**src/rtl/sw_input_port.sv**
```systemverilog
// Operand-entry front end: synchronises and debounces the enter button, captures the
// switch value on each accepted press and queues it in a small FIFO for the core.
module sw_input_port #(
    parameter int WIDTH           = 8,
    parameter int SYNC_STAGES     = 2,
    parameter int DEBOUNCE_CYCLES = 2,
    parameter int DEPTH           = 2
) (
    input  logic                       clk,
    input  logic                       reset,
    input  logic [WIDTH-1:0]           SW,
    input  logic                       SW8,
    input  logic                       rd_en,
    output logic [WIDTH-1:0]           rd_data,
    output logic                       rd_valid,
    output logic [$clog2(DEPTH+1)-1:0] level,
    output logic                       overflow
);

    localparam int LW = $clog2(DEPTH + 1);
    localparam int PW = $clog2(DEPTH);
    localparam int CW = (DEBOUNCE_CYCLES > 1) ? $clog2(DEBOUNCE_CYCLES) : 1;
    localparam logic [LW-1:0] FULL_LVL = LW'(DEPTH);
    localparam logic [CW-1:0] CNT_MAX  = CW'(DEBOUNCE_CYCLES - 1);

    logic [WIDTH-1:0]       sw_sync [SYNC_STAGES];
    logic [SYNC_STAGES-1:0] b_sync;
    logic [WIDTH-1:0]       sw_s;
    logic                   b_s;
    logic                   deb;
    logic [CW-1:0]          cnt;
    logic                   push;
    logic                   pop;
    logic                   push_ok;
    logic [WIDTH-1:0]       mem [DEPTH];
    logic [PW-1:0]          wr_ptr;
    logic [PW-1:0]          rd_ptr;

    assign sw_s = sw_sync[SYNC_STAGES-1];
    assign b_s  = b_sync[SYNC_STAGES-1];

    // Synchroniser chains for the switches and the enter button.
    always_ff @(posedge clk) begin
        if (reset) begin
            for (int i = 0; i < SYNC_STAGES; i++) sw_sync[i] <= '0;
            b_sync <= '0;
        end else begin
            sw_sync[0] <= SW;
            for (int i = 1; i < SYNC_STAGES; i++) sw_sync[i] <= sw_sync[i-1];
            b_sync <= {b_sync[SYNC_STAGES-2:0], SW8};
        end
    end

    // Debounce: level follows b_s only after it has differed for DEBOUNCE_CYCLES cycles.
    always_ff @(posedge clk) begin
        if (reset) begin
            deb <= 1'b0;
            cnt <= '0;
        end else if (b_s == deb) begin
            cnt <= '0;
        end else if (cnt == CNT_MAX) begin
            deb <= b_s;
            cnt <= '0;
        end else begin
            cnt <= cnt + CW'(1);
        end
    end

    // Press/pop qualification; a pop makes room for a push even when full.
    always_comb begin
        push    = 1'b0;
        pop     = 1'b0;
        push_ok = 1'b0;
        if ((b_s != deb) && (cnt == CNT_MAX) && b_s) begin
            push = 1'b1;
        end else begin
            push = 1'b0;
        end
        if (rd_en && (level != '0)) begin
            pop = 1'b1;
        end else begin
            pop = 1'b0;
        end
        if (push && ((level != FULL_LVL) || pop)) begin
            push_ok = 1'b1;
        end else begin
            push_ok = 1'b0;
        end
    end

    // Circular FIFO storage, pointers, occupancy and sticky overflow.
    always_ff @(posedge clk) begin
        if (reset) begin
            for (int i = 0; i < DEPTH; i++) mem[i] <= '0;
            wr_ptr   <= '0;
            rd_ptr   <= '0;
            level    <= '0;
            overflow <= 1'b0;
        end else begin
            if (pop) begin
                rd_ptr <= rd_ptr + PW'(1);
            end else begin
                rd_ptr <= rd_ptr;
            end
            if (push_ok) begin
                mem[wr_ptr] <= sw_s;
                wr_ptr      <= wr_ptr + PW'(1);
            end else begin
                wr_ptr <= wr_ptr;
            end
            if (push && !push_ok) begin
                overflow <= 1'b1;
            end else begin
                overflow <= overflow;
            end
            case ({push_ok, pop})
                2'b10:   level <= level + LW'(1);
                2'b01:   level <= level - LW'(1);
                default: level <= level;
            endcase
        end
    end

    assign rd_data  = mem[rd_ptr];
    assign rd_valid = (level != '0);

endmodule

```
**config.mk**
```make
export PLATFORM = sky130hd
export DESIGN_NAME = sw_input_port
export DESIGN_NICKNAME = d
export VERILOG_FILES = /design/src/rtl/sw_input_port.sv
export SDC_FILE = /design/constraint.sdc
export NUM_CORES = 1
export LEC_CHECK = 0
export ABC_CLOCK_PERIOD_IN_PS = 1500
export CORE_ASPECT_RATIO = 1.1
export CORE_MARGIN = 2
export CORE_UTILIZATION = 46
export CTS_CLUSTER_SIZE = 8
export DETAILED_ROUTE_END_ITERATION = 7
export PLACE_DENSITY = 0.73
export SLEW_MARGIN = 0
export SYNTH_ARGS = -nofsm -noshare
export SYNTH_HDL_FRONTEND = slang
export SYNTH_SLANG_ARGS = --single-unit
```
**constraint.sdc**
```tcl
create_clock -name clk -period 1.5 [get_ports clk]
set_input_delay 0.3 -clock clk [delete_from_list [all_inputs] [get_ports clk]]
set_output_delay 0.3 -clock clk [all_outputs]
set_load 0.005 [all_outputs]
```
==> metrics.cfg, run 1 <==
[detailed_routing]
ant_nets = 0
dr.pass1.iters = 4
wl_per_cell_um = 12.3
viasPerCell = 4.67
wl_um = 2480
vias = 938
drt_iter0_markers = 4
drc_errors = 0

[die]
rows = 21
core_area_um2 = 3100
die_h_um = 64.5
die_area_um2 = 3810
start_util_pct = 49.4
die_x_um = 59.0
io_pins = 24

[critical_path]
end_kind = flop
required_ns = 1.78
crit_chain = buf_6, nor3b_4, nor2_2, inv_2, ha_4, xnor2_1, or3_1, a21oi_1
reg2reg_from = level[1]
critical_path_class = flop to flop
r2r-end = level[1]
rr_worst_depth = 8
critPathSlowestCell = dfxtp_2
crit_fanout = 3
critPathMaxStageDelay_ns = 0.35
start_kind = flop
rrSetupSlack_ns = -0.12
cp-endpoint = level[1]
startpoint = level[1]
cp.arrival_ns = 1.90

[final_layout]
final_cell_mix = dfxtp_1 (22), nor2b_1 (18), edfxtp_1 (16), buf_4 (16), buf_6 (14)
drive_above_1_share_pct = 39.5
antenna_cells = 0
regArea_um2 = 1010
num-fill-cells = 213
mostFrequentLayoutCell = dfxtp_1
area_delta_synth_final_pct = 40.8
multi_input_area_um2 = 596
nNetsFinal = 179
fin_area_um2 = 2160

[min_path]
whs_path_depth = 1
hold_path.class = flop to flop

[cts]
cts_hold_buf = 0
clk_path_buf_depth = 2
clock_sinks = 42
cts_buffers = 5
clockRootBuffer = clkbuf_4
clk_latency_ns = 0.34
h-tree-depth = 2
cts_tree = yes
clk_pin_slew_ns = 0.13

[job]
maxCapViolations = 0

[synth]
ys_ff_latch = 42
syn-num-nets = 130
ys_types = 27
synth_area_um2 = 1530
yosysSeqAreaShare_pct = 65.4
synthCells = 117
synth.avg_cell_area_um2 = 13.1
yosys_warnings = 0

[placement]
io_buffers = 23
hpwlAfterDp_um = 1790
gp_congestion = 0.767
place_area_um2 = 1960

[power]
p_leak_nw = 0.883
total_power_w = 0.00193
ir_worst_vdd_mv = 0.637
powerDensity_nw_per_um2 = 894

[grt]
grt_max_degree = 22
grt_pass1_wl_um = 4150
track_usage_pct = 14.8
first_global_vias = 977
grt.overflow.total = 0
antenna_found_initial = 0

[timing]
rsz0062_at_grt = yes
hold_viol_final = 0
maxSlewHeadroom_pct = 80.1
fmax_mhz = 618
whs_ns = 0.450
setup_viol = 14
setup_ws_ns = -0.119
finalCritPeriodShare_pct = 108
finalClockSkew_ns = 0.0108
min_period_ns = 1.62
drv_slew = 0
final.setup.tns_ns = -0.602
tightest_slew_ns = 0.297

[status]
failed_checks = negative setup slack
status = finished with violations

==> sequential cells by signal, indices dropped and copies added, names as in the netlist, named ones only <==
name,flops
b_sync,2
cnt,1
deb,1
sw_sync,16
wr_ptr,1
overflow,1
level,2
rd_ptr,1
mem,16
==> worst max-delay path, delay by kind of cell (launching register included) <==
kind,cells,cell delay (ns)
compound gates,1,0.13
fa+ha+maj,1,0.16
xor+xnor,1,0.13
flops,1,0.35
simple gates,3,0.61
buf+inv,2,0.19
==> worst min path at each step <==
stage                  start        endpoint  slack [ns]
2_1_floorplan      b_sync[0]       b_sync[1]        0.41
3_3_place_gp       b_sync[0]       b_sync[1]        0.42
3_5_place_dp   sw_sync[0][6]  sw_sync[0][14]        0.43
4_1_cts        sw_sync[0][0]   sw_sync[0][8]        0.46
5_1_grt        sw_sync[0][7]  sw_sync[0][15]        0.47
6_report       sw_sync[0][6]  sw_sync[0][14]        0.45
==> power by group <==
part           internal [W]  total, W  switching [W]
logic             0.0000947  0.000145      0.0000498
registers           0.00122   0.00123      0.0000127
clock network      0.000184  0.000550       0.000366
total               0.00150   0.00193       0.000428
==> layout make-up <==
class,instances,area share [%]
repair buffers,46,20.6
clock buffers,5,1.74
multi-input cells,69,27.6
well taps,34,1.97
clock inverters,3,0.929
inverters,2,0.348
flip-flops and latches,42,46.8
==> Yosys cell counts <==
cell type	n	area (um^2)
a21o_1	1	7.51
a21oi_1	1	5.00
a41oi_1	1	8.76
and2_1	16	100
buf_2	1	5.00
clkbuf_1	3	11.3
dfxtp_1	26	521
edfxtp_1	16	480
ha_1	1	12.5
inv_1	2	7.51
mux2_2	8	90.1
mux2i_1	1	10.0
nand2b_1	1	6.26
nand3b_1	1	7.51
nor2_1	6	22.5
nor2b_1	18	113
nor3_1	1	5.00
nor3_2	1	10.0
nor3b_2	1	12.5
nor4_4	1	21.3
o21a_1	1	7.51
o21ai_0	1	5.00
o21bai_1	2	15.0
or2_2	1	6.26
or3_1	1	6.26
xnor2_1	3	26.3
xor2_1	1	8.76
==> metrics by stage <==
| step | utilization (%) | setup slack, ns | cells |
|---|---|---|---|
| 6_report | 69.5 | -0.119 | 201 |
| 5_1_grt | 69.5 | -0.182 | 201 |
| 4_1_cts | 67.1 | -0.135 | 198 |
| 3_5_place_dp | 63.3 | -0.511 | 188 |
| 3_3_place_gp | 63.3 | -0.368 | 188 |
| 2_1_floorplan | - | -0.0944 | 117 |
==> per-layer routing <==
| layer | global-route usage [%] | part of all wire (%) | vias to the layer above |
|---|---|---|---|
| li1 | - | - | 488 |
| met1 | 16.0 | 41 | 426 |
| met2 | 26.0 | 53 | 19 |
| met3 | 4.79 | 3.8 | 5 |
| met4 | 5.97 | 1.5 | 0 |
| met5 | 0 | 0 | - |
==> what timing repair did <==
item                                    in CTS  in global routing
endpoints found under the setup margin      13                 44
setup buffers                                2                  6
pin swaps                                    0                 13
gates resized for setup                     58                 17
==> logic make-up (layout without fill, tap and decap cells) <==
kind of cell / after synthesis / in the layout / share of synthesized area, %
and+or+nand+nor: 48 / 48 / 20.3
DFF: 42 / 42 / 65.4
muxes: 9 / 9 / 6.54
AOI/OAI and AO/OA: 7 / 7 / 3.19
buffers and inverters: 6 / 56 / 1.55
xor gates and xnor gates: 4 / 4 / 2.29
adders and majority gates: 1 / 1 / 0.817
No activity file was read; power rests on OpenSTA's default activity.
==> inputs of run 2 (changes only) <==
--- a/config.mk
+++ b/config.mk
@@ -5,7 +5,7 @@
 export SDC_FILE = /design/constraint.sdc
 export NUM_CORES = 1
 export LEC_CHECK = 0
-export ABC_CLOCK_PERIOD_IN_PS = 1500
+export ABC_CLOCK_PERIOD_IN_PS = 1300
 export CORE_ASPECT_RATIO = 1.1
 export CORE_MARGIN = 2
 export CORE_UTILIZATION = 46
==> constraint.sdc (replaced) <==
create_clock -name clk -period 1.3 [get_ports clk]
set_input_delay 0.26 -clock clk [delete_from_list [all_inputs] [get_ports clk]]
set_output_delay 0.26 -clock clk [all_outputs]
set_load 0.005 [all_outputs]
==> metrics.cfg, run 2 (synthesized netlist as in run 1, its figures left out) <==
[cts]
h-tree-depth = 2  ; unchanged
clock_sinks = 42  ; unchanged
clk_path_buf_depth = 2  ; unchanged
clk_pin_slew_ns = 0.11  ; -0.02 ns
cts_tree = yes
cts_buffers = 5  ; unchanged
clk_latency_ns = 0.34  ; about the same
cts_hold_buf = 0  ; unchanged
clockRootBuffer = clkbuf_4

[die]
rows = 21  ; unchanged
io_pins = 24  ; unchanged
die_area_um2 = 3810  ; unchanged
die_x_um = 59.0  ; unchanged
core_area_um2 = 3100  ; unchanged
die_h_um = 64.5  ; unchanged
start_util_pct = 49.4  ; unchanged

[timing]
final.setup.tns_ns = -7.79  ; -7.19 ns
drv_slew = 0  ; unchanged
tightest_slew_ns = 0.299  ; +0.00151 ns
hold_viol_final = 0  ; unchanged
min_period_ns = 1.60  ; -0.0232 ns
setup_viol = 46  ; +32
rsz0062_at_grt = yes
finalClockSkew_ns = 0.00466  ; -0.00610 ns
maxSlewHeadroom_pct = 80.0  ; -0.14 points
finalCritPeriodShare_pct = 123  ; +15 points
setup_ws_ns = -0.296  ; -0.177 ns
fmax_mhz = 627  ; +1.5%

[grt]
met3_usage_pct = 4.39  ; -0.40 points
antenna_found_initial = 0  ; unchanged
grt.busiest_layer = met2
first_global_vias = 1016  ; +4.0%
grt_max_degree = 26  ; +18%
grt.overflow.total = 0  ; unchanged
grt_pass1_wl_um = 4350  ; +4.7%
track_usage_pct = 15.7  ; +0.96 points
gr-usage-met2_pct = 26.8  ; +0.83 points
grtUsageMet1_pct = 17.3  ; +1.3 points

[critical_path]
critPathMaxStageDelay_ns = 0.34  ; about the same
rr_worst_depth = 8  ; unchanged
reg2reg_from = level[1]
rrSetupSlack_ns = -0.30  ; -0.18 ns
required_ns = 1.58  ; -0.20 ns
cp-endpoint = level[1]
crit_fanout = 4  ; +1
end_kind = flop
crit_chain = buf_6, nor3b_4, nor2_2, inv_2, ha_4, xnor2_2, or3_1, a21oi_2
start_kind = flop
startpoint = level[1]
cp.arrival_ns = 1.87  ; -0.03 ns
r2r-end = level[1]
critical_path_class = flop to flop
critPathSlowestCell = dfxtp_2

[detailed_routing]
viasPerCell = 4.88  ; +4.5%
ant_nets = 0  ; unchanged
wl_per_cell_um = 12.7  ; +3.1%
dr.pass1.iters = 4  ; unchanged
wl_um = 2540  ; +2.5%
drc_errors = 0  ; unchanged
vias = 975  ; +3.9%
drt_iter0_markers = 19  ; +15

[final_layout]
mostFrequentLayoutCell = dfxtp_1
final_core_util_pct = 70.6  ; +1.1 points
antenna_cells = 0  ; unchanged
drive_above_1_share_pct = 44.6  ; +5.1 points
nNetsFinal = 178  ; -0.56%
area_delta_synth_final_pct = 43.0
fin_area_um2 = 2190  ; +1.6%
top_regs = mem: 16 flops, sw_sync: 16 flops
final_cell_mix = dfxtp_1 (21), nor2b_1 (18), buf_6 (18)

[min_path]
hold_path.class = flop to flop

[placement]
hpwlAfterDp_um = 1660  ; -7.3%
place_area_um2 = 1930  ; -1.5%
gp_congestion = 0.762  ; -0.69%
io_buffers = 23  ; unchanged

[power]
p_leak_nw = 0.872  ; -1.2%
ir_worst_vdd_mv = 0.781  ; +23%
powerDensity_nw_per_um2 = 1030  ; +15%

[status]
failed_checks = negative setup slack
status = finished with violations

[job]
maxCapViolations = 0  ; unchanged

[run 2: layer usage]
layer / part of all wire (%) / vias up
li1: - / 486
met1: 44 / 460
met2: 50 / 21
met3: 3.6 / 8
met4: 2.3 / 0
met5: 0 / -
[run 2: timing repair]
item | CTS | global route
resized for setup | 75 | 15
pin swaps | 9 | 9
setup endpoints to repair | 47 | 47
hold endpoints to repair | 0 | 0
setup buffers | 8 | 5
[run 2: final cells by class]
class,count,area (um^2)
Timing Repair Buffer,45,444
Multi-Input combinational cell,69,622
Fill cell,211,911
Clock inverter,2,12.5
Clock buffer,6,51.3
Sequential cell,42,1010
Inverter,2,7.51
Tap cell,34,42.5
[run 2: how the worst min path moves through the flow]
| stage | from | end | slack, ns | cells after the start |
|---|---|---|---|---|
| after global routing | SW[7] | sw_sync[0][7] | 0.43 | 2 |
| after CTS | SW[3] | sw_sync[0][3] | 0.44 | 2 |
| final | b_sync[0] | b_sync[1] | 0.45 | 1 |
| after floorplan | SW8 | b_sync[0] | 0.39 | 1 |
| after detailed placement | b_sync[0] | b_sync[1] | 0.43 | 1 |
| after global placement | b_sync[0] | b_sync[1] | 0.42 | 1 |
[run 2: power by group]
part	internal, W	switching, W	total [W]
registers	0.00141	0.0000149	0.00142
logic	0.000108	0.0000593	0.000167
clock network	0.000260	0.000401	0.000662
[run 2: critical path: cells and delay by family, from the launching register on]
| kind | cells | cell delay [ns] |
|---|---|---|
| simple gates | 3 | 0.60 |
| flops | 1 | 0.34 |
| buf+inv | 2 | 0.18 |
| fa+ha+maj | 1 | 0.16 |
| xor+xnor | 1 | 0.13 |
| compound gates | 1 | 0.12 |
[run 2: per-stage QoR]
step / hold slack (ns) / power [W] / cells / worst slack, ns
after floorplan: 0.388 / 0.00151 / 117 / -0.255
after global placement: 0.421 / 0.00159 / 184 / -0.487
after detailed placement: 0.432 / 0.00160 / 184 / -0.570
after CTS: 0.442 / 0.00228 / 199 / -0.261
after global routing: 0.434 / 0.00236 / 200 / -0.344
final: 0.452 / 0.00225 / 200 / -0.296
